## src/rtl/sram_axi_bridge.sv

```systemverilog
// +--------------------------------------------------------------------------+
// | sram_axi_bridge: shares one AXI3 master between the fetch and data       |
// | SRAM-like ports; data reads win the read channel, stores use AW/W/B.     |
// | Revision: 1.0                                                            |
// +--------------------------------------------------------------------------+
`default_nettype none

module sram_axi_bridge (
    input  logic        clk,
    input  logic        reset,
    // instruction fetch port
    input  logic        inst_sram_req,
    input  logic        inst_sram_wr,
    input  logic [1:0]  inst_sram_size,
    input  logic [3:0]  inst_sram_wstrb,
    input  logic [31:0] inst_sram_addr,
    input  logic [31:0] inst_sram_wdata,
    output logic        inst_sram_addr_ok,
    output logic        inst_sram_data_ok,
    output logic [31:0] inst_sram_rdata,
    // data access port
    input  logic        data_sram_req,
    input  logic        data_sram_wr,
    input  logic [1:0]  data_sram_size,
    input  logic [3:0]  data_sram_wstrb,
    input  logic [31:0] data_sram_addr,
    input  logic [31:0] data_sram_wdata,
    output logic        data_sram_addr_ok,
    output logic        data_sram_data_ok,
    output logic [31:0] data_sram_rdata,
    // AXI read address
    output logic [3:0]  arid,
    output logic [31:0] araddr,
    output logic [7:0]  arlen,
    output logic [2:0]  arsize,
    output logic [1:0]  arburst,
    output logic [1:0]  arlock,
    output logic [3:0]  arcache,
    output logic [2:0]  arprot,
    output logic        arvalid,
    input  logic        arready,
    // AXI read data
    input  logic [3:0]  rid,
    input  logic [31:0] rdata,
    input  logic [1:0]  rresp,
    input  logic        rlast,
    input  logic        rvalid,
    output logic        rready,
    // AXI write address
    output logic [3:0]  awid,
    output logic [31:0] awaddr,
    output logic [7:0]  awlen,
    output logic [2:0]  awsize,
    output logic [1:0]  awburst,
    output logic [1:0]  awlock,
    output logic [3:0]  awcache,
    output logic [2:0]  awprot,
    output logic        awvalid,
    input  logic        awready,
    // AXI write data
    output logic [3:0]  wid,
    output logic [31:0] wdata,
    output logic [3:0]  wstrb,
    output logic        wlast,
    output logic        wvalid,
    input  logic        wready,
    // AXI write response
    input  logic [3:0]  bid,
    input  logic [1:0]  bresp,
    input  logic        bvalid,
    output logic        bready
);

    typedef enum logic [1:0] {R_IDLE = 2'd0, R_AR = 2'd1, R_R = 2'd2} rstate_t;
    typedef enum logic [1:0] {W_IDLE = 2'd0, W_REQ = 2'd1, W_B = 2'd2} wstate_t;

    rstate_t     r_rstate, w_rstate_nxt;
    wstate_t     r_wstate, w_wstate_nxt;
    logic [31:0] r_araddr;
    logic [1:0]  r_arsize;
    logic        r_ar_data;
    logic [31:0] r_awaddr;
    logic [1:0]  r_awsize;
    logic [31:0] r_wdata;
    logic [3:0]  r_wstrb;
    logic        r_aw_done;
    logic        r_w_done;

    logic w_data_rd_acc, w_data_wr_acc, w_inst_acc;
    logic w_aw_fire, w_w_fire, w_r_fire, w_b_fire;

    // A load waits for any store in flight; a store waits for any load in flight.
    assign w_data_rd_acc = ~reset & data_sram_req & ~data_sram_wr
                           & (r_rstate == R_IDLE) & (r_wstate == W_IDLE);
    assign w_data_wr_acc = ~reset & data_sram_req & data_sram_wr & (r_wstate == W_IDLE)
                           & ~((r_rstate != R_IDLE) & r_ar_data);
    assign w_inst_acc    = ~reset & inst_sram_req & ~data_sram_req & (r_rstate == R_IDLE);

    assign w_aw_fire = awvalid & awready;
    assign w_w_fire  = wvalid & wready;
    assign w_r_fire  = ~reset & (r_rstate == R_R) & rvalid;
    assign w_b_fire  = ~reset & (r_wstate == W_B) & bvalid;

    always_ff @(posedge clk) begin
        if (reset) begin
            r_rstate <= R_IDLE;
            r_wstate <= W_IDLE;
        end else begin
            r_rstate <= w_rstate_nxt;
            r_wstate <= w_wstate_nxt;
        end
    end

    always_comb begin
        w_rstate_nxt = r_rstate;
        case (r_rstate)
            R_IDLE:  if (w_data_rd_acc || w_inst_acc) w_rstate_nxt = R_AR;
            R_AR:    if (arready)                     w_rstate_nxt = R_R;
            R_R:     if (rvalid)                      w_rstate_nxt = R_IDLE;
            default:                                  w_rstate_nxt = R_IDLE;
        endcase
    end

    always_comb begin
        w_wstate_nxt = r_wstate;
        case (r_wstate)
            W_IDLE:  if (w_data_wr_acc) w_wstate_nxt = W_REQ;
            W_REQ:   if ((r_aw_done || w_aw_fire) && (r_w_done || w_w_fire))
                         w_wstate_nxt = W_B;
            W_B:     if (bvalid)        w_wstate_nxt = W_IDLE;
            default:                    w_wstate_nxt = W_IDLE;
        endcase
    end

    always_ff @(posedge clk) begin
        if (reset) begin
            r_araddr  <= 32'd0;
            r_arsize  <= 2'd0;
            r_ar_data <= 1'b0;
            r_awaddr  <= 32'd0;
            r_awsize  <= 2'd0;
            r_wdata   <= 32'd0;
            r_wstrb   <= 4'd0;
            r_aw_done <= 1'b0;
            r_w_done  <= 1'b0;
        end else begin
            if (w_data_rd_acc) begin
                r_araddr  <= data_sram_addr;
                r_arsize  <= data_sram_size;
                r_ar_data <= 1'b1;
            end else if (w_inst_acc) begin
                r_araddr  <= inst_sram_addr;
                r_arsize  <= inst_sram_size;
                r_ar_data <= 1'b0;
            end
            if (w_data_wr_acc) begin
                r_awaddr  <= data_sram_addr;
                r_awsize  <= data_sram_size;
                r_wdata   <= data_sram_wdata;
                r_wstrb   <= data_sram_wstrb;
                r_aw_done <= 1'b0;
                r_w_done  <= 1'b0;
            end else if (r_wstate == W_REQ) begin
                if (w_aw_fire) r_aw_done <= 1'b1;
                if (w_w_fire)  r_w_done  <= 1'b1;
            end
        end
    end

    assign inst_sram_addr_ok = w_inst_acc;
    assign data_sram_addr_ok = w_data_rd_acc | w_data_wr_acc;

    assign inst_sram_data_ok = w_r_fire & (rid == 4'd0);
    assign inst_sram_rdata   = inst_sram_data_ok ? rdata : 32'd0;
    assign data_sram_data_ok = (w_r_fire & (rid == 4'd1)) | w_b_fire;
    assign data_sram_rdata   = (w_r_fire & (rid == 4'd1)) ? rdata : 32'd0;

    assign arid    = {3'b000, r_ar_data};
    assign araddr  = r_araddr;
    assign arlen   = 8'd0;
    assign arsize  = {1'b0, r_arsize};
    assign arburst = 2'b01;
    assign arlock  = 2'd0;
    assign arcache = 4'd0;
    assign arprot  = 3'd0;
    assign arvalid = (r_rstate == R_AR);
    assign rready  = (r_rstate == R_R);

    assign awid    = 4'd1;
    assign awaddr  = r_awaddr;
    assign awlen   = 8'd0;
    assign awsize  = {1'b0, r_awsize};
    assign awburst = 2'b01;
    assign awlock  = 2'd0;
    assign awcache = 4'd0;
    assign awprot  = 3'd0;
    assign awvalid = (r_wstate == W_REQ) & ~r_aw_done;

    assign wid    = 4'd1;
    assign wdata  = r_wdata;
    assign wstrb  = r_wstrb;
    assign wlast  = 1'b1;
    assign wvalid = (r_wstate == W_REQ) & ~r_w_done;
    assign bready = (r_wstate == W_B);

    logic w_unused;
    assign w_unused = ^{inst_sram_wr, inst_sram_wstrb, inst_sram_wdata, rresp, rlast, bid, bresp};

endmodule

`default_nettype wire
```

## config.mk

```make
export PLATFORM = sky130hd
export DESIGN_NAME = sram_axi_bridge
export DESIGN_NICKNAME = d
export VERILOG_FILES = /design/src/rtl/sram_axi_bridge.sv
export SDC_FILE = /design/constraint.sdc
export NUM_CORES = 1
export LEC_CHECK = 0
export CAP_MARGIN = 5
export CORE_AREA = 5 5 161 163
export CTS_BUF_LIST = sky130_fd_sc_hd__clkbuf_8 sky130_fd_sc_hd__clkbuf_16
export CTS_CLUSTER_DIAMETER = 50
export DETAILED_ROUTE_END_ITERATION = 10
export DIE_AREA = 0 0 166 168
export GPL_TIMING_DRIVEN = 0
export SLEW_MARGIN = 20
export SYNTH_ARGS = -nofsm -noshare
export SYNTH_HDL_FRONTEND = slang
export SYNTH_SLANG_ARGS = --single-unit
```

## constraint.sdc

```tcl
create_clock -name clk -period 3.05 [get_ports clk]
set_input_delay 0.915 -clock clk [delete_from_list [all_inputs] [get_ports clk]]
set_output_delay 0.915 -clock clk [all_outputs]
set_load 0.05 [all_outputs]
```

; ---- Word-level counts from Yosys, hierarchy flattened
; Index checks and enable logic that the tools add are counted.
[op_classes]
n_eq_ne = 11
n_mux = 16
bitwise_logic = 29
reduce_logical = 14
[ops]
columns = op, n
row1 = two-way mux 32 bit, 4
row2 = AND 1 bit, 21
row3 = two-way mux 2 bit, 8
row4 = case mux 2 bit (3 select lines), 2
row5 = "!= test 2 bit, second input constant", 4
row6 = inverter 1 bit, 6
row7 = AND reduction 3 bit, 2
row8 = "== test 2 x 1 -> 1 bit, second input constant", 2
row9 = "== test 2 bit, second input constant", 2
row10 = "== test 4 x 1 -> 1 bit, second input constant", 1
row11 = logical NOT 2 bit, 2
row12 = logical NOT 4 bit, 1
row13 = "!= test 2 x 1 -> 1 bit, second input constant", 2
row14 = AND reduction 2 bit, 2
row15 = nonzero test 2 bit, 2
row16 = logical OR 1 bit, 3
row17 = two-way mux 1 bit, 2
row18 = bitwise OR 1 bit, 2
row19 = OR reduction 2 bit, 1
row20 = logical AND 1 bit, 1
[word_totals]
regBits = 111
inputBits = 196
output_inout_bits = 230
word_cells = 81

; ---- Longest topological paths before layout
[logic_depth]
depth_word = 8
ltp_mapped = 7
mapped_depth_nobuf = 5

; ---- Worst setup path after synthesis
; Ideal clock, no wire load.
[synth_path]
path_type = input to output
startpoint = input data_sram_req
endpoint = output data_sram_addr_ok
t_arrival_ns = 2.659
t_required_ns = 2.135
slack_ns = -0.524
cell_stages = 4
path_buffers = 1
path_cell_list = nor3b_2 nand3_1 clkbuf_1 o21ai_0
[synth_via]
elab_chain_len = 5
elab_cells_between_ends = 8
classes_between = bitwise: 8
[synth_lines]
columns = element, line
row1 = start: declaration, 22  ; input logic data_sram_req,
row2 = AND 1 bit (*), "93, 95"
row3 = "AND 1 bit, on equally long branches", "93, 95"
row4 = "AND 1 bit, on equally long branches", "94, 95"
row5 = "AND 1 bit, on equally long branches", "94, 96"
row6 = bitwise OR 1 bit (*), 171  ; assign data_sram_addr_ok = w_data_rd_acc | w_data_wr_acc;
row7 = end: declaration, 28  ; output logic data_sram_addr_ok,
; Every way passes the cells marked *; elsewhere a longest branch is shown, timed or not.

; ---- Worst setup path in the final report
[layout_path]
startpoint = input rid[1]
endpoint = output data_sram_rdata[12]
[layout_via]
elab_chain_len = 3
[layout_lines]
columns = element, line
row1 = start: declaration, 43  ; input logic [3:0] rid,
row2 = == test 4 x 1 -> 1 bit, 176  ; assign data_sram_rdata = (w_r_fire & (rid == 4'd1)) ? rdata : 32'd0;
row3 = AND 1 bit, 176
row4 = two-way mux 32 bit, 176
row5 = end: declaration, 30  ; output logic [31:0] data_sram_rdata,
; No other way between the ends.

==> impl_metrics.py <==
metrics = {
    "routing": {
        "vias_per_cell": 4.12,
        "ant_nets": 0,
        "drc": 0,
        "dr.first_iter.drc_count": 284,
        "routed_wl_um": 23900,
        "wl_per_cell_um": 17.5,
        "drt_pass1_iterations": 5,
        "vias": 5615,
    },
    "placement": {
        "pre_cts_slack_ns": -1.52,
        "place_area_um2": 9170,
        "dpl.hpwl_um": 18400,
        "portBuffers": 326,
        "placed_cells": 1334,
        "gp_congestion": 0.769,
    },
    "cells_and_area": {
        "fin_area_um2": 10100,
        "seqCellArea_um2": 2220,
        "fillers": 2416,
        "nets": 1230,
        "antenna_cells": 0,
        "multi_input_area_um2": 2740,
        "area_delta_synth_final_pct": 92.7,
        "layout-drive-gt1-share": 0.286,
        "final_cells": 1362,
    },
    "floorplanning": {
        "core_area_um2": 24200,
        "io_pins": 426,
        "dieWidth_um": 166,
        "std_cell_rows": 57,
        "dieArea_um2": 27900,
        "start_util": 0.216,
        "die_h_um": 168,
    },
    "timing": {
        "rsz0062_at_grt": "true",
        "min_period_ns": 3.10,
        "worst_slew_pin_slew_ns": 0.884,
        "slew-limit-headroom": 0.411,
        "finalSetupTns_ns": -1.40,
        "drv_slew": 0,
        "setup_viol": 53,
        "fmax_mhz": 323,
        "layout_setup_ws_ns": -0.0507,
        "min_period_over_period": 1.02,
        "finalHoldViolCount": 0,
        "fin_skew_ns": 0.0118,
    },
    "clocking": {
        "cts_root_buffer": "clkbuf_16",
        "hold_buffers": 0,
        "clkSlewWorstSetupHoldPaths_ns": 0.07,
        "cts_tree": "built",
        "h-tree-depth": 3,
        "worstSkewPairLatency_ns": 0.36,
        "clock-sinks": 111,
        "cts_max_path_buffers": 2,
        "cts_inserted_buffers": 9,
    },
    "pwr": {
        "vdd_ir_drop_max_uv": 233,
        "power.total_w": 0.00392,
        "power_density_nw_per_um2": 390,
        "p_leak_nw": 3.92,
    },
    "worst_setup_path": {
        "path_max_fanout": 10,
        "crit_chain": "buf_6, nor3_4, nand4b_1, buf_6, nor2_4, buf_12, buf_8, and2_2, buf_6",
        "worst-endpoint-arrival_ns": 2.19,
        "critPathKind": "in2out",
        "crit_top_cell": "buf_6",
        "cpMaxStageDelayCell": "nor3_4",
        "worst_path_largest_cell_delay_ns": 0.17,
        "required_ns": 2.13,
        "start_kind": "input pin",
        "endpoint_kind": "primary output",
    },
    "synthesis": {
        "synth_top_area_cell": "dfxtp_1",
        "synth-seq-area-share": 0.426,
        "yosysTopAreaCellShare": 0.426,
        "syn_area_um2": 5220,
        "synth_flop_cell": "dfxtp_1",
        "synth_most_common_cell": "nand2_1",
        "ys_types": 33,
        "synth_warnings": 0,
        "synthTopCellsByCount": "nand2_1, dfxtp_1, a21oi_1",
        "netlist_top_cells_area": "dfxtp_1, nand2_1, a21oi_1",
        "ys_seq_elements": 111,
        "synth_edf_count": 0,
        "avgSynthCellArea_um2": 8.23,
        "synthCells": 634,
        "async_flop_share": 0,
    },
    "global_routing": {
        "grt_pass1_vias": 5665,
        "grt_max_degree": 19,
        "grt_overflow": 0,
        "track_usage": 0.164,
        "grt_first_pass_wirelength_um": 35700,
        "antenna_found_initial": 0,
    },
    "outcome": {
        "status": "finished, violations left",
        "violations": "setup timing",
    },
    "job": {
        "drv_cap": 0,
    },
    "min_path": {
        "hp-class": "reg2reg",
    },
}
## routing by layer
| metal | global-route usage | share of wire |
|---|---|---|
| met1 | 0.200 | 0.42 |
| met2 | 0.285 | 0.49 |
| met3 | 0.0631 | 0.076 |
| met4 | 0.0212 | 0.0098 |
| met5 | 0 | 0 |
## logic make-up after synthesis
| family | after synthesis | share of synthesized area |
|---|---|---|
| flops | 111 | 0.426 |
| simple gates | 268 | 0.243 |
| other cells | 2 | 0.00144 |
| buf+inv | 104 | 0.126 |
| compound gates | 149 | 0.204 |
## critical path: cells and delay by family
kind / cells / cell delay, ns
buffers and inverters: 5 / 0.69
AND/OR/NAND/NOR: 4 / 0.57
## cell type report
cell class              instances  share of cell area
flip-flops and latches        111               0.221
well taps                     324              0.0403
clock inverters                 6             0.00435
inverters                       4             0.00274
plain buffers                  95              0.0662
clock buffers                   9              0.0224
repair buffers                344               0.370
multi-input cells             469               0.272
## power by group
part / switching, W / internal, W / total [W] / leakage, nW
Clock: 0.000581 / 0.000556 / 0.00114 / 0.132
Sequential: 0.0000461 / 0.00153 / 0.00158 / 0.905
Combinational: 0.000748 / 0.000463 / 0.00121 / 2.88
## registers in the layout (all words and copies together), names as in the netlist
signal / cells
r_arsize: 2
r_ar_data: 1
awaddr: 32
r_w_done: 1
araddr: 32
r_rstate: 2
r_aw_done: 1
r_awsize: 2
wdata: 32
r_wstate: 2
wstrb: 4
## through the flow
step,hold WS (ns),util
final,0.454,0.416
after CTS,0.455,0.413
after global routing,0.473,0.416
after detailed placement,0.447,0.379
after global placement,0.441,0.379
after floorplan,0.476,-
## final timing paths
path / start / endpoint / slack, ns / cells after the start
max reg2reg: r_rstate[1] / araddr[10] / 1.15 / 7
max: rid[1] / data_sram_rdata[12] / -0.05 / 9
min reg2reg: wdata[30] / wdata[30] / 0.45 / 2
min: wdata[30] / wdata[30] / 0.45 / 2
## cell usage in the layout, fill, tap and decap left out, drive strengths merged, types with 3 or more instances in the layout
cell / synthesis / routed
clkdlybuf4s50: 0 / 251
buf: 78 / 163
nand2: 143 / 143
dfxtp: 111 / 111
a21oi: 109 / 109
and2: 65 / 65
conb: 2 / 52
nand3: 35 / 35
a22oi: 34 / 34
clkbuf: 22 / 29
nor2: 9 / 9
inv: 4 / 6
nor2b: 5 / 5
nor3: 5 / 5
dlygate4sd2: 0 / 4
clkinv: 0 / 3
## timing repair
item                       4_1_cts  5_1_grt
gates cloned                     4        0
pin swaps                       17        9
buffers inserted                16        0
gates resized for setup        577       46
hold endpoints to repair         0        0
setup endpoints to repair       68       66
Power figures use the tool's default switching activity.
